==> src/rtl/store_buffer_pkg.sv <==
// Shared types and sizing helpers for the store buffer.
package store_buffer_pkg;

  localparam int SB_DEPTH      = 4;
  localparam int SB_ADDR_WIDTH = 32;
  localparam int SB_DATA_WIDTH = 32;

  // Entry layout at the default widths.
  typedef struct packed {
    logic [SB_ADDR_WIDTH-1:0] address;
    logic [SB_DATA_WIDTH-1:0] data;
  } sb_entry_t;

  // Pointer width; kept at least 1 so degenerate depths still elaborate.
  function automatic int sb_ptr_width(input int depth);
    return (depth > 1) ? $clog2(depth) : 1;
  endfunction

  // Count must hold 0..DEPTH, so one bit wider than a pointer.
  function automatic int sb_cnt_width(input int depth);
    return sb_ptr_width(depth) + 1;
  endfunction

  localparam int SB_PTR_W = sb_ptr_width(SB_DEPTH);
  localparam int SB_CNT_W = sb_cnt_width(SB_DEPTH);

endpackage

==> src/rtl/store_buffer_match.sv <==
// Load forwarding: compares the load address against every buffered entry
// and returns the data of the youngest valid match.
import store_buffer_pkg::*;

module store_buffer_match #(
  parameter int DEPTH      = SB_DEPTH,
  parameter int ADDR_WIDTH = SB_ADDR_WIDTH,
  parameter int DATA_WIDTH = SB_DATA_WIDTH,
  parameter int PTR_W      = sb_ptr_width(DEPTH),
  parameter int CNT_W      = sb_cnt_width(DEPTH)
) (
  input  logic                  load_valid,
  input  logic [ADDR_WIDTH-1:0] load_address,
  input  logic [ADDR_WIDTH-1:0] entry_address [DEPTH],
  input  logic [DATA_WIDTH-1:0] entry_data    [DEPTH],
  input  logic [PTR_W-1:0]      tail_ptr,
  input  logic [CNT_W-1:0]      count,
  output logic                  hit,
  output logic [DATA_WIDTH-1:0] hit_data
);

  logic [DEPTH-1:0] addr_eq;
  logic [PTR_W-1:0] idx;

  // Parallel address compare against every physical slot.
  always_comb begin
    addr_eq = '0;
    for (int i = 0; i < DEPTH; i++) begin
      addr_eq[i] = (entry_address[i] == load_address);
    end
  end

  // Walk oldest to youngest (age DEPTH..1 behind tail) so younger matches override.
  always_comb begin
    hit      = 1'b0;
    hit_data = '0;
    idx      = '0;
    for (int age = DEPTH; age >= 1; age--) begin
      idx = tail_ptr - PTR_W'(age);
      if ((CNT_W'(age) <= count) && addr_eq[idx]) begin
        hit      = 1'b1;
        hit_data = entry_data[idx];
      end
    end
    if (!load_valid) begin
      hit      = 1'b0;
      hit_data = '0;
    end
  end

endmodule

==> src/rtl/store_buffer.sv <==
// Word-granular circular store buffer with youngest-match load forwarding.
// Optional feature macro: STORE_BUFFER_COALESCE_EN merges a store into the
// youngest entry when the addresses match.
import store_buffer_pkg::*;

module store_buffer #(
  parameter int DEPTH      = SB_DEPTH,
  parameter int ADDR_WIDTH = SB_ADDR_WIDTH,
  parameter int DATA_WIDTH = SB_DATA_WIDTH
) (
  input  logic                  clock,
  input  logic                  reset,
  input  logic                  storeValid,
  input  logic [ADDR_WIDTH-1:0] storeAddress,
  input  logic [DATA_WIDTH-1:0] storeData,
  output logic                  storeReady,
  input  logic                  loadValid,
  input  logic [ADDR_WIDTH-1:0] loadAddress,
  output logic                  loadHit,
  output logic [DATA_WIDTH-1:0] loadHitData,
  input  logic                  memoryBusy,
  output logic                  memoryWrite,
  output logic [ADDR_WIDTH-1:0] memoryAddress,
  output logic [DATA_WIDTH-1:0] memoryWriteData,
  output logic                  empty
);

  localparam int PTR_W = sb_ptr_width(DEPTH);
  localparam int CNT_W = sb_cnt_width(DEPTH);
  localparam logic [PTR_W-1:0] PTR_ONE  = PTR_W'(1);
  localparam logic [CNT_W-1:0] CNT_ONE  = CNT_W'(1);
  localparam logic [CNT_W-1:0] CNT_FULL = CNT_W'(DEPTH);

  typedef struct packed {
    logic [ADDR_WIDTH-1:0] address;
    logic [DATA_WIDTH-1:0] data;
  } entry_t;

  entry_t           mem_q [DEPTH];
  entry_t           mem_d [DEPTH];
  logic [PTR_W-1:0] head_q, head_d;
  logic [PTR_W-1:0] tail_q, tail_d;
  logic [CNT_W-1:0] count_q, count_d;

  logic [ADDR_WIDTH-1:0] ent_addr [DEPTH];
  logic [DATA_WIDTH-1:0] ent_data [DEPTH];
  logic [PTR_W-1:0]      youngest_ptr;
  logic                  is_empty;
  logic                  is_full;
  logic                  do_drain;
  logic                  do_push;
  logic                  do_coalesce;

  assign is_empty     = (count_q == '0);
  assign is_full      = (count_q == CNT_FULL);
  assign youngest_ptr = tail_q - PTR_ONE;
  assign do_drain     = !is_empty && !memoryBusy;

  // Store acceptance: allocate a new slot, or merge into the youngest one.
`ifdef STORE_BUFFER_COALESCE_EN
  logic coalesce_match;
  // The youngest entry is only mergeable if it is not leaving this cycle.
  always_comb begin
    coalesce_match = !is_empty
                     && (mem_q[youngest_ptr].address == storeAddress)
                     && !(do_drain && (youngest_ptr == head_q));
    storeReady     = !is_full || coalesce_match;
    do_coalesce    = storeValid && coalesce_match;
    do_push        = storeValid && !coalesce_match && !is_full;
  end
`else
  // Every accepted store takes a fresh slot.
  always_comb begin
    storeReady  = !is_full;
    do_coalesce = 1'b0;
    do_push     = storeValid && !is_full;
  end
`endif

  // Drain port presents the head entry, zeroed while empty.
  always_comb begin
    memoryWrite     = do_drain;
    memoryAddress   = is_empty ? '0 : mem_q[head_q].address;
    memoryWriteData = is_empty ? '0 : mem_q[head_q].data;
    empty           = is_empty;
  end

  // Flatten storage for the forwarding compare.
  always_comb begin
    for (int i = 0; i < DEPTH; i++) begin
      ent_addr[i] = mem_q[i].address;
      ent_data[i] = mem_q[i].data;
    end
  end

  store_buffer_match #(
    .DEPTH      (DEPTH),
    .ADDR_WIDTH (ADDR_WIDTH),
    .DATA_WIDTH (DATA_WIDTH),
    .PTR_W      (PTR_W),
    .CNT_W      (CNT_W)
  ) u_match (
    .load_valid    (loadValid),
    .load_address  (loadAddress),
    .entry_address (ent_addr),
    .entry_data    (ent_data),
    .tail_ptr      (tail_q),
    .count         (count_q),
    .hit           (loadHit),
    .hit_data      (loadHitData)
  );

  // Next-state for storage, pointers and occupancy.
  always_comb begin
    mem_d   = mem_q;
    head_d  = head_q;
    tail_d  = tail_q;
    count_d = count_q;
    if (do_push) begin
      mem_d[tail_q].address = storeAddress;
      mem_d[tail_q].data    = storeData;
      tail_d                = tail_q + PTR_ONE;
    end
    if (do_coalesce) begin
      mem_d[youngest_ptr].data = storeData;
    end
    if (do_drain) begin
      head_d = head_q + PTR_ONE;
    end
    if (do_push && !do_drain) begin
      count_d = count_q + CNT_ONE;
    end else if (!do_push && do_drain) begin
      count_d = count_q - CNT_ONE;
    end
  end

  // Control state; reset discards everything buffered.
  always_ff @(posedge clock) begin
    if (reset) begin
      head_q  <= '0;
      tail_q  <= '0;
      count_q <= '0;
    end else begin
      head_q  <= head_d;
      tail_q  <= tail_d;
      count_q <= count_d;
    end
  end

  // Entry storage is never cleared; stale slots are masked by count.
  always_ff @(posedge clock) begin
    mem_q <= mem_d;
  end

endmodule

==> config.mk <==
export PLATFORM = sky130hd
export DESIGN_NAME = store_buffer
export DESIGN_NICKNAME = d
export VERILOG_FILES = /design/src/rtl/store_buffer_pkg.sv /design/src/rtl/store_buffer_match.sv /design/src/rtl/store_buffer.sv
export SDC_FILE = /design/constraint.sdc
export NUM_CORES = 1
export LEC_CHECK = 0
export ABC_CLOCK_PERIOD_IN_PS = 4900
export BUFFER_PORTS_ARGS = -buffer_cell sky130_fd_sc_hd__buf_2
export CORE_MARGIN = 1
export CORE_UTILIZATION = 35
export DETAILED_ROUTE_END_ITERATION = 7
export SKIP_LAST_GASP = 1
export SYNTH_ARGS = -nofsm -noshare
export SYNTH_HDL_FRONTEND = slang
export SYNTH_SLANG_ARGS = --single-unit
==> constraint.sdc <==
create_clock -name clock -period 4.9 [get_ports clock]
set_input_delay 1.225 -clock clock [delete_from_list [all_inputs] [get_ports clock]]
set_output_delay 1.225 -clock clock [all_outputs]
set_load 0.01 [all_outputs]
==> flow_summary.json, run 1 <==
{
  "timing.fmax_mhz": 191,
  "ys_seq_area_frac": 0.455,
  "placementRows": 80,
  "fin_util": 0.462,
  "final_area_sq_um": 22300,
  "worst_path_largest_cell_delay_ns": 0.51,
  "synth_seq_cells": 263,
  "hp-start": "count_q[2]$_SDFFE_PP0P_",
  "status": "complete, but fails checks",
  "worstSetupEndpointType": "primary output",
  "grt_overflow": 0,
  "power_density_nw_per_um2": 478,
  "grt_start_max_net_pins": 132,
  "core_sq_um": 48100,
  "worstSetupPathType": "primary input to primary output",
  "cts-buffers-inserted": 30,
  "vias": 12600,
  "viasPerCell": 5.59,
  "cpLargestDelayFamily": "compound AO/OA/AOI/OAI gates",
  "crit_arrival_ns": 4.00,
  "synth_ff_type": "edfxtp_1",
  "hold_viol": 0,
  "cts_htree_levels": 1,
  "routabilityCongestion": 0.833,
  "vdd_drop_max_v": 0.000386,
  "syn_nets": 1452,
  "die_w_um": 224,
  "grt_pass1_wl_um": 81400,
  "mostFrequentLayoutCell": "edfxtp_1",
  "drt-total-wl_um": 55300,
  "min_to": "count_q[2]$_SDFFE_PP0P_",
  "drive_gt1_frac": 0.427,
  "setup_viol": 32,
  "ys_async_sr_fraction": 0,
  "fin_cells": 2251,
  "placed_area_sq_um": 19400,
  "io_pins": 201,
  "dr.first_iter.drc_count": 823,
  "grt_use_total": 0.215,
  "root_buffer": "clkbuf_16",
  "rr_endpoint": "ent_addr[49]$_DFFE_PP_",
  "maxSlewViolCount": 0,
  "worst_hold_path_type": "register to register",
  "dieArea_sq_um": 50100,
  "synth-edff-count": 256,
  "maxCapViolCount": 0,
  "pre_cts_slack_ns": -0.541,
  "crit_path_start_kind": "primary input",
  "antenna_found_initial": 11,
  "cts.sinks": 263,
  "hold_depth": 2,
  "rsz0062_at_grt": "yes",
  "path_clk_slew_ns": 0.06,
  "fin_nets": 1682,
  "critical_path.slowest_cell": "a32oi_4",
  "worstPathMaxFanout": 7,
  "cts_tree": "yes",
  "fin_crit_ns": 5.23,
  "ff2ff_setup_slack_ns": 1.76,
  "final_cell_mix": "edfxtp_1 (256), buf_2 (171), and2_1 (156)",
  "critPathRequiredTime_ns": 3.67,
  "fin_tns_setup_ns": -7.15,
  "fillers": 4277,
  "power_mw": 10.6,
  "fin_crit_sh": 1.07,
  "placedCellCount": 2163,
  "worst_slack_ns": -0.327,
  "insertion_delay_ns": 0.58,
  "crit_buf_inv": 5,
  "ys_warn_count": 0,
  "holdBufCountCts": 0,
  "fp.dieH_um": 224,
  "first_global_vias": 13100,
  "antenna_left": 0,
  "portBuffers": 200,
  "cts_buffer_depth": 3,
  "ys_types": 54,
  "netlist_instances": 1341,
  "tightest_slew_ns": 1.00,
  "path_cells": "buf_8 -> buf_6 -> xnor2_2 -> nand4_1 -> nor4_4 -> buf_4 -> and3_4 -> or3_4 -> a32oi_4 -> clkbuf_16 -> a2111oi_4 -> o311a_1 -> buf_2",
  "violations": "negative setup slack",
  "r2r-start": "tail_q[1]$_SDFFE_PP0P_",
  "syn_avg_cell_area_sq_um": 12.8,
  "p_leak_nw": 7.81,
  "firstDrtPassIters": 5,
  "hold_slack_ns": 0.629,
  "wl_per_cell_um": 24.6,
  "dp_hpwl_um": 34200,
  "area_growth_pct": 29.4,
  "relSlewSlack": 0.332,
  "netlist_area_sq_um": 17200,
  "r2r_cells": 5,
  "start_util": 0.357,
  "drcViolationCount": 0,
  "fin_skew_ns": 0.00812
}
-- how the worst max path moves through the flow --
stage / startpoint / end / slack, ns / cells after the start
final: loadAddress[20] / loadHitData[27] / -0.33 / 13
after global placement: loadAddress[28] / loadHitData[0] / -0.53 / 12
after CTS: loadAddress[6] / loadHitData[24] / -0.18 / 13
after global routing: loadAddress[20] / loadHitData[27] / -0.35 / 13
after floorplan: loadAddress[5] / loadHitData[1] / 0.27 / 10
after detailed placement: loadAddress[28] / loadHitData[0] / -0.54 / 12
-- final cells by class --
class	count	area, sq um	share of cell area
inverters	7	26.3	0.00118
flip-flops and latches	263	7840	0.352
multi-input cells	935	9890	0.444
clock inverters	18	235	0.0106
clock buffers	36	795	0.0357
repair buffers	334	2650	0.119
well taps	656	821	0.0369
diodes	2	5.00	0.000225
-- repair_timing --
action                                  in CTS  in global routing
pin swaps                                   57                 81
gates cloned                                 5                  6
setup buffers                               16                 14
endpoints found under the setup margin      33                 33
gates resized for setup                    113                129
-- cell usage after synthesis (all sizes together) (5+ instances only) --
| cell | instances | area [sq um] |
|---|---|---|
| and3 | 6 | 37.5 |
| buf | 63 | 383 |
| dfxtp | 7 | 140 |
| o311a | 27 | 270 |
| nor3 | 6 | 30.0 |
| mux2i | 38 | 380 |
| o21ai | 45 | 225 |
| nand2 | 100 | 375 |
| inv | 7 | 26.3 |
| nand4 | 32 | 200 |
| clkbuf | 73 | 294 |
| a21oi | 14 | 70.1 |
| mux4 | 118 | 2660 |
| and2 | 156 | 976 |
| nor2 | 18 | 67.6 |
| a21o | 6 | 45.0 |
| a2111oi | 27 | 278 |
| nor2b | 65 | 407 |
| ha | 10 | 125 |
| mux2 | 37 | 417 |
| edfxtp | 256 | 7690 |
| nor4 | 9 | 81.3 |
| xnor2 | 130 | 1160 |
| o221ai | 27 | 393 |
| o2111ai | 5 | 43.8 |
| a221oi | 5 | 43.8 |
| nand3 | 34 | 185 |
-- registers in the layout, indices dropped and copies added (netlist names) --
register	count
ent_addr	128
ent_data	128
count_q	3
head_q	2
tail_q	2
-- kinds of logic after synthesis --
| group | Yosys count | share of synthesized area |
|---|---|---|
| compound gates | 171 | 0.0890 |
| xor+xnor | 133 | 0.0690 |
| fa+ha+maj | 10 | 0.00727 |
| buf+inv | 143 | 0.0409 |
| flops | 263 | 0.455 |
| mux | 193 | 0.201 |
| simple gates | 428 | 0.138 |
-- per-layer routing --
layer  wire length [um]  up-vias  track usage
li1                   -     5599            -
met1              21700     6397        0.266
met2              27900      437        0.384
met3               3860      124       0.0435
met4               1660       16       0.0537
met5                 92        -            0
-- where the power goes --
group | internal, mW | switching (mW) | leakage (nW) | total, mW
combinational | 2.26 | 2.79 | 4.85 | 5.05
sequential | 2.86 | 0.358 | 2.46 | 3.22
clock | 1.46 | 0.923 | 0.503 | 2.38
-- worst register-to-register path, cell delays in order, from the launching register on --
cell and delay [ns]:
dfxtp_4 0.34, buf_4 0.56, ha_1 0.27, buf_4 0.39, and3_4 0.86, buf_4 0.40
Note: power is estimated with default switching activity, not from simulation.
==> run 2: changes to the inputs <==
Settings changed: CORE_UTILIZATION 35 to 57, PLACE_DENSITY set to 0.79, SYNTH_HIERARCHICAL set to 1.
==> run 2 against run 1 <==
Against the previous run:
- the flow still finishes with violations (negative setup slack)
- global-route usage is 13 points higher
- setup slack worse by 0.16 ns
- worst hold slack better by 0.084 ns
- clock-buffer cell count is 3 lower
- largest cell class unchanged
- non-clock buffer count is 1 higher
- first-iteration DRC count grew to 2.6 times the previous value
- critical path type unchanged
- die area is 43% lower
- clock power is 5% lower
- power is 25% lower
- wire length is 6.0% lower
- flip-flop and latch count stayed put
==> flow_summary.json, run 2 <==
{
  "rr_endpoint": "ent_data[100]$_DFFE_PP_",
  "io_pins": 201,
  "hold_viol": 0,
  "cts-buffers-inserted": 28,
  "placedCellCount": 1796,
  "timing.fmax_mhz": 186,
  "fin_crit_ns": 5.39,
  "vias": 13200,
  "synth_common_cells": "edfxtp_1 (256), and2_1 (133), mux2_2 (130)",
  "path_clk_slew_ns": 0.06,
  "worst_hold_path_type": "register to register",
  "drt-total-wl_um": 52000,
  "die_w_um": 170,
  "area_growth_pct": 26.8,
  "crit_buf_inv": 6,
  "grt_start_max_net_pins": 65,
  "setup_viol": 33,
  "first_global_vias": 12800,
  "status": "complete, but fails checks",
  "netlist_instances": 1225,
  "fin_util": 0.745,
  "pwr-share-clk": 0.282,
  "hp-start": "count_q[0]$_SDFFE_PP0P_",
  "p_int_mw": 5.34,
  "viasPerCell": 6.95,
  "cts_buffer_depth": 3,
  "synth-edff-count": 256,
  "fp.dieH_um": 170,
  "pre_cts_slack_ns": -0.571,
  "synth_seq_cells": 263,
  "netlist_area_sq_um": 16000,
  "insertion_delay_ns": 0.57,
  "seqPwrFrac": 0.392,
  "synth_ff_type": "edfxtp_1",
  "cts_htree_levels": 1,
  "hold_depth": 2,
  "grt_use_total": 0.344,
  "fillers": 1662,
  "drive_gt1_frac": 0.440,
  "p_sw_mw": 2.62,
  "synth.area.top_cells": "edfxtp_1 (48%), mux2_2 (9.2%), mux4_2 (9.0%), xnor2_1 (5.3%), and2_1 (5.2%)",
  "worstSetupPathType": "primary input to primary output",
  "worst_path_largest_cell_delay_ns": 0.44,
  "cts_tree": "yes",
  "crit_path_start_kind": "primary input",
  "violations": "negative setup slack",
  "start_util": 0.587,
  "fin_crit_sh": 1.10,
  "fin_skew_ns": 0.0161,
  "core_sq_um": 27300,
  "ff2ff_setup_slack_ns": 1.56,
  "synth_top_area_frac": 0.481,
  "grt_overflow": 0,
  "dr.first_iter.drc_count": 2158,
  "wl_per_cell_um": 27.4,
  "ys_types": 48,
  "holdBufCountCts": 0,
  "relSlewSlack": 0.210,
  "critPathRequiredTime_ns": 3.67,
  "portBuffers": 200,
  "p_leak_nw": 7.01,
  "dp_hpwl_um": 29300,
  "crit_arrival_ns": 4.16,
  "r2r-start": "tail_q[0]$_SDFFE_PP0P_",
  "synth_top_cell_by_area": "edfxtp_1",
  "syn_nets": 1332,
  "fin_cells": 1898,
  "rsz0062_at_grt": "yes",
  "mostFrequentLayoutCell": "edfxtp_1",
  "combinationalPowerShare": 0.326,
  "dieArea_sq_um": 28700,
  "maxCapViolCount": 0,
  "yosysMostFrequentCell": "edfxtp_1",
  "critical_path.slowest_cell": "or4_1",
  "power_density_nw_per_um2": 392,
  "cts.sinks": 263,
  "power_mw": 7.96,
  "ys_warn_count": 6,
  "antenna_left": 0,
  "r2r_cells": 4,
  "firstDrtPassIters": 7,
  "placementRows": 60,
  "worstSetupEndpointType": "primary output",
  "worstPathMaxFanout": 5,
  "ys_async_sr_fraction": 0,
  "vdd_drop_max_v": 0.000293,
  "antenna_found_initial": 13,
  "cpLargestDelayFamily": "simple AND/OR/NAND/NOR gates",
  "min_to": "count_q[0]$_SDFFE_PP0P_",
  "maxSlewViolCount": 0,
  "root_buffer": "clkbuf_16",
  "ys_seq_area_frac": 0.489,
  "fin_nets": 1602,
  "grt_pass1_wl_um": 74600,
  "switching_share": 0.329,
  "worst_slack_ns": -0.486,
  "tightest_slew_ns": 1.18,
  "routabilityCongestion": 0.892,
  "drcViolationCount": 0,
  "syn_avg_cell_area_sq_um": 13.1,
  "final_cell_mix": "edfxtp_1 (256), buf_2 (185), mux2_2 (130)",
  "path_cells": "buf_2 -> buf_4 -> xnor2_1 -> nand4_1 -> nor4_2 -> buf_4 -> nand4_1 -> nand4_4 -> buf_6 -> buf_12 -> a221oi_1 -> or4_1 -> a31oi_2 -> buf_2"
}
[run 2: changes by cell type after synthesis, moves of 32 or more]
cell and delta:
a22oi_1 +32, or4_1 +33, nand2_1 -93, mux4_2 -54, mux2i_1 -35, mux2_2 +93
o22ai_1 +66, o21ai_0 -41
[run 2: cell families after synthesis]
family / after synthesis / synth area share
buffers and inverters: 103 / 0.0289
and+or+nand+nor: 316 / 0.126
xor gates and xnor gates: 130 / 0.0712
AOI/OAI and AO/OA: 210 / 0.0960
muxes: 197 / 0.184
adders and majority gates: 6 / 0.00516
DFF: 263 / 0.489
[run 2: worst max path at each step]
stage                          startpoint         endpoint  slack [ns]  depth (start not counted)
final                     loadAddress[15]   loadHitData[7]       -0.49                         14
after global routing      loadAddress[25]   loadHitData[7]       -0.55                         16
after CTS                 loadAddress[11]   loadHitData[9]       -0.27                         12
after detailed placement  loadAddress[26]  loadHitData[25]       -0.57                         11
after global placement    loadAddress[26]   loadHitData[3]       -0.52                         11
after floorplan           loadAddress[31]  loadHitData[10]        0.29                         10
[run 2: power groups by stage]
stage / Clock, mW / Sequential (mW) / Combinational [mW]
after global placement: 0 / 3.11 / 2.42
after floorplan: 0 / 2.97 / 1.74
after CTS: 2.23 / 3.10 / 2.52
final: 2.25 / 3.12 / 2.59
after detailed placement: 0 / 3.14 / 2.46
after global routing: 2.32 / 3.15 / 2.74
[run 2: through the flow]
stage          setup TNS (ns)  instance area (sq um)  hold WS, ns
3_5_place_dp           -16.65                  18100        0.698
3_3_place_gp           -15.18                  18100        0.655
5_1_grt                -15.16                  20300        0.758
2_1_floorplan               0                  16000        0.493
4_1_cts                 -6.60                  19800        0.710
6_report               -12.48                  20300        0.713
[run 2: timing repair]
item / CTS / global route
pin swaps: 58 / 26
buffers inserted: 16 / 23
cloned: 5 / 2
gates resized for setup: 84 / 50
setup endpoints to repair: 33 / 33
[run 2: layout make-up]
type,instances,area [sq um],area share
inverters,7,26.3,0.00130
clock inverters,19,244,0.0120
repair buffers,335,2590,0.128
diodes,9,22.5,0.00111
flip-flops and latches,263,7840,0.386
well taps,372,465,0.0229
clock buffers,33,719,0.0355
multi-input cells,860,8380,0.413
[run 2: worst register-to-register path, delay by kind of cell, from the launching register on]
family,cells,cell delay [ns]
adders and majority gates,1,0.74
buffers and inverters,2,0.62
and+or+nand+nor,1,1.05
DFF,1,0.51
[run 2: per-layer routing]
metal	GRT usage	vias to the layer above	share of wire	wire (um)
met2	0.564	1117	0.47	24700
met1	0.454	6416	0.36	18900
met4	0.135	8	0.038	1960
met5	0	-	0.00083	43
li1	-	5429	-	-
met3	0.0646	228	0.12	6400
==> run 3: changes to the inputs <==
Settings changed: MAX_ROUTING_LAYER set to met4.
==> run 3 against run 2 <==
Against the previous run:
- the flow still finishes with violations (negative setup slack)
- clock-buffer cell count did not move
- utilization fell by 0.055 points
- flip-flop and latch count did not move
- non-clock buffer count fell by 2
- worst hold slack got worse by 0.0051 ns
- combinational power barely moved
- clock skew rose by 0.0031 ns
- critical path type unchanged
- clock power barely moved
==> flow_summary.json, run 3 (synthesized netlist as in run 2, its figures left out) <==
{
  "vdd_drop_max_v": 0.000291,
  "critPathRequiredTime_ns": 3.67,
  "cts_tree": "yes",
  "core_sq_um": 27300,
  "dieArea_sq_um": 28700,
  "fin_crit_sh": 1.11,
  "pre_cts_slack_ns": -0.571,
  "violations": "negative setup slack",
  "firstDrtPassIters": 8,
  "power_density_nw_per_um2": 393,
  "cts-buffers-inserted": 28,
  "worst_hold_path_type": "register to register",
  "setup_viol": 33,
  "grt_pass1_wl_um": 74600,
  "path_clk_slew_ns": 0.06,
  "worstPathMaxFanout": 32,
  "grt_start_max_net_pins": 65,
  "multi_input_area_sq_um": 8370,
  "cts_htree_levels": 1,
  "antenna_found_initial": 11,
  "cts.sinks": 263,
  "tightest_slew_ns": 1.20,
  "die_w_um": 170,
  "fin_skew_ns": 0.0192,
  "p_leak_nw": 7.00,
  "relSlewSlack": 0.199,
  "dr.first_iter.drc_count": 2005,
  "first_global_vias": 12800,
  "worst_slack_ns": -0.519,
  "vias": 13200,
  "root_buffer": "clkbuf_16",
  "fillers": 1657,
  "fin_nets": 1600,
  "final_cell_mix": "edfxtp_1 (256), buf_2 (186), mux2_2 (130)",
  "status": "complete, but fails checks",
  "drcViolationCount": 0,
  "timing.fmax_mhz": 185,
  "drive_gt1_frac": 0.438,
  "grt_use_total": 0.355,
  "regArea_sq_um": 7840,
  "fin_crit_ns": 5.42,
  "start_util": 0.587,
  "io_pins": 201,
  "crit_arrival_ns": 4.19,
  "hold_slack_ns": 0.708,
  "viasPerCell": 6.94,
  "worstSetupPathType": "primary input to primary output",
  "mostFrequentLayoutCell": "edfxtp_1",
  "routabilityCongestion": 0.908,
  "antenna_left": 0,
  "maxCapViolCount": 0,
  "wl_per_cell_um": 27.7,
  "worstSetupEndpointType": "primary output",
  "area_growth_pct": 26.8,
  "hold_viol": 0,
  "insertion_delay_ns": 0.57,
  "grt_overflow": 0,
  "portBuffers": 200,
  "crit_path_start_kind": "primary input",
  "placementRows": 60,
  "cts_buffer_depth": 3,
  "maxSlewViolCount": 0,
  "dp_hpwl_um": 29300,
  "drt-total-wl_um": 52500,
  "fp.dieH_um": 170,
  "rsz0062_at_grt": "yes"
}
run 3: final timing paths:
path,to,depth (start not counted),slack [ns],startpoint
worst min register to register,count_q[0]$_SDFFE_PP0P_,2,0.71,count_q[0]$_SDFFE_PP0P_
worst min-delay path,count_q[0]$_SDFFE_PP0P_,2,0.71,count_q[0]$_SDFFE_PP0P_
worst max register to register,ent_data[99]$_DFFE_PP_,4,1.53,tail_q[1]$_SDFFE_PP0P_
worst max-delay path,loadHitData[31],15,-0.52,loadAddress[25]
run 3: layout make-up:
class | instances | area share
clock inverters | 19 | 0.0120
multi-input cells | 860 | 0.413
diodes | 12 | 0.00148
flip-flops and latches | 263 | 0.387
repair buffers | 333 | 0.127
clock buffers | 33 | 0.0355
well taps | 372 | 0.0230
inverters | 7 | 0.00130
run 3: per-stage QoR:
step	TNS [ns]	utilization	instance area (sq um)	cells	total power, mW
CTS	-6.60	0.726	19800	1869	7.85
finish	-13.87	0.744	20300	1899	7.96
detailed placement	-16.65	0.663	18100	1796	5.60
global placement	-15.18	0.663	18100	1796	5.53
global route	-17.56	0.744	20300	1898	8.22
floorplan	0	-	16000	1225	4.71
run 3: repair_timing:
| action | in CTS | in global routing |
|---|---|---|
| setup endpoints to repair | 33 | 33 |
| setup buffers | 16 | 21 |
| gates cloned | 5 | 2 |
| gates resized for setup | 84 | 47 |
| hold buffers | 0 | 0 |
| pin swaps | 58 | 29 |
run 3: worst max-delay path, cell delays in order:
cell      delay [ns]
buf_2           0.13
buf_4           0.14
xnor2_1         0.14
buf_4           0.16
nand4_1         0.13
nor4_4          0.06
buf_4           0.17
nand4b_1        0.19
buf_4           0.18
buf_4           0.45
o22ai_1         0.18
or4_1           0.56
a31oi_1         0.19
buf_4           0.14
buf_2           0.13
run 3: metal layers:
| metal | wire, um | GRT usage | up-vias |
|---|---|---|---|
| li1 | - | - | 5418 |
| met1 | 18700 | 0.458 | 6387 |
| met2 | 24700 | 0.562 | 1141 |
| met3 | 6720 | 0.0627 | 231 |
| met4 | 2370 | 0.138 | 0 |
| met5 | 0 | - | - |
run 3: report_power, final:
group / switching, mW / internal, mW / leakage, nW
clock: 0.918 / 1.32 / 0.459
sequential: 0.323 / 2.79 / 2.42
combinational: 1.38 / 1.22 / 4.12
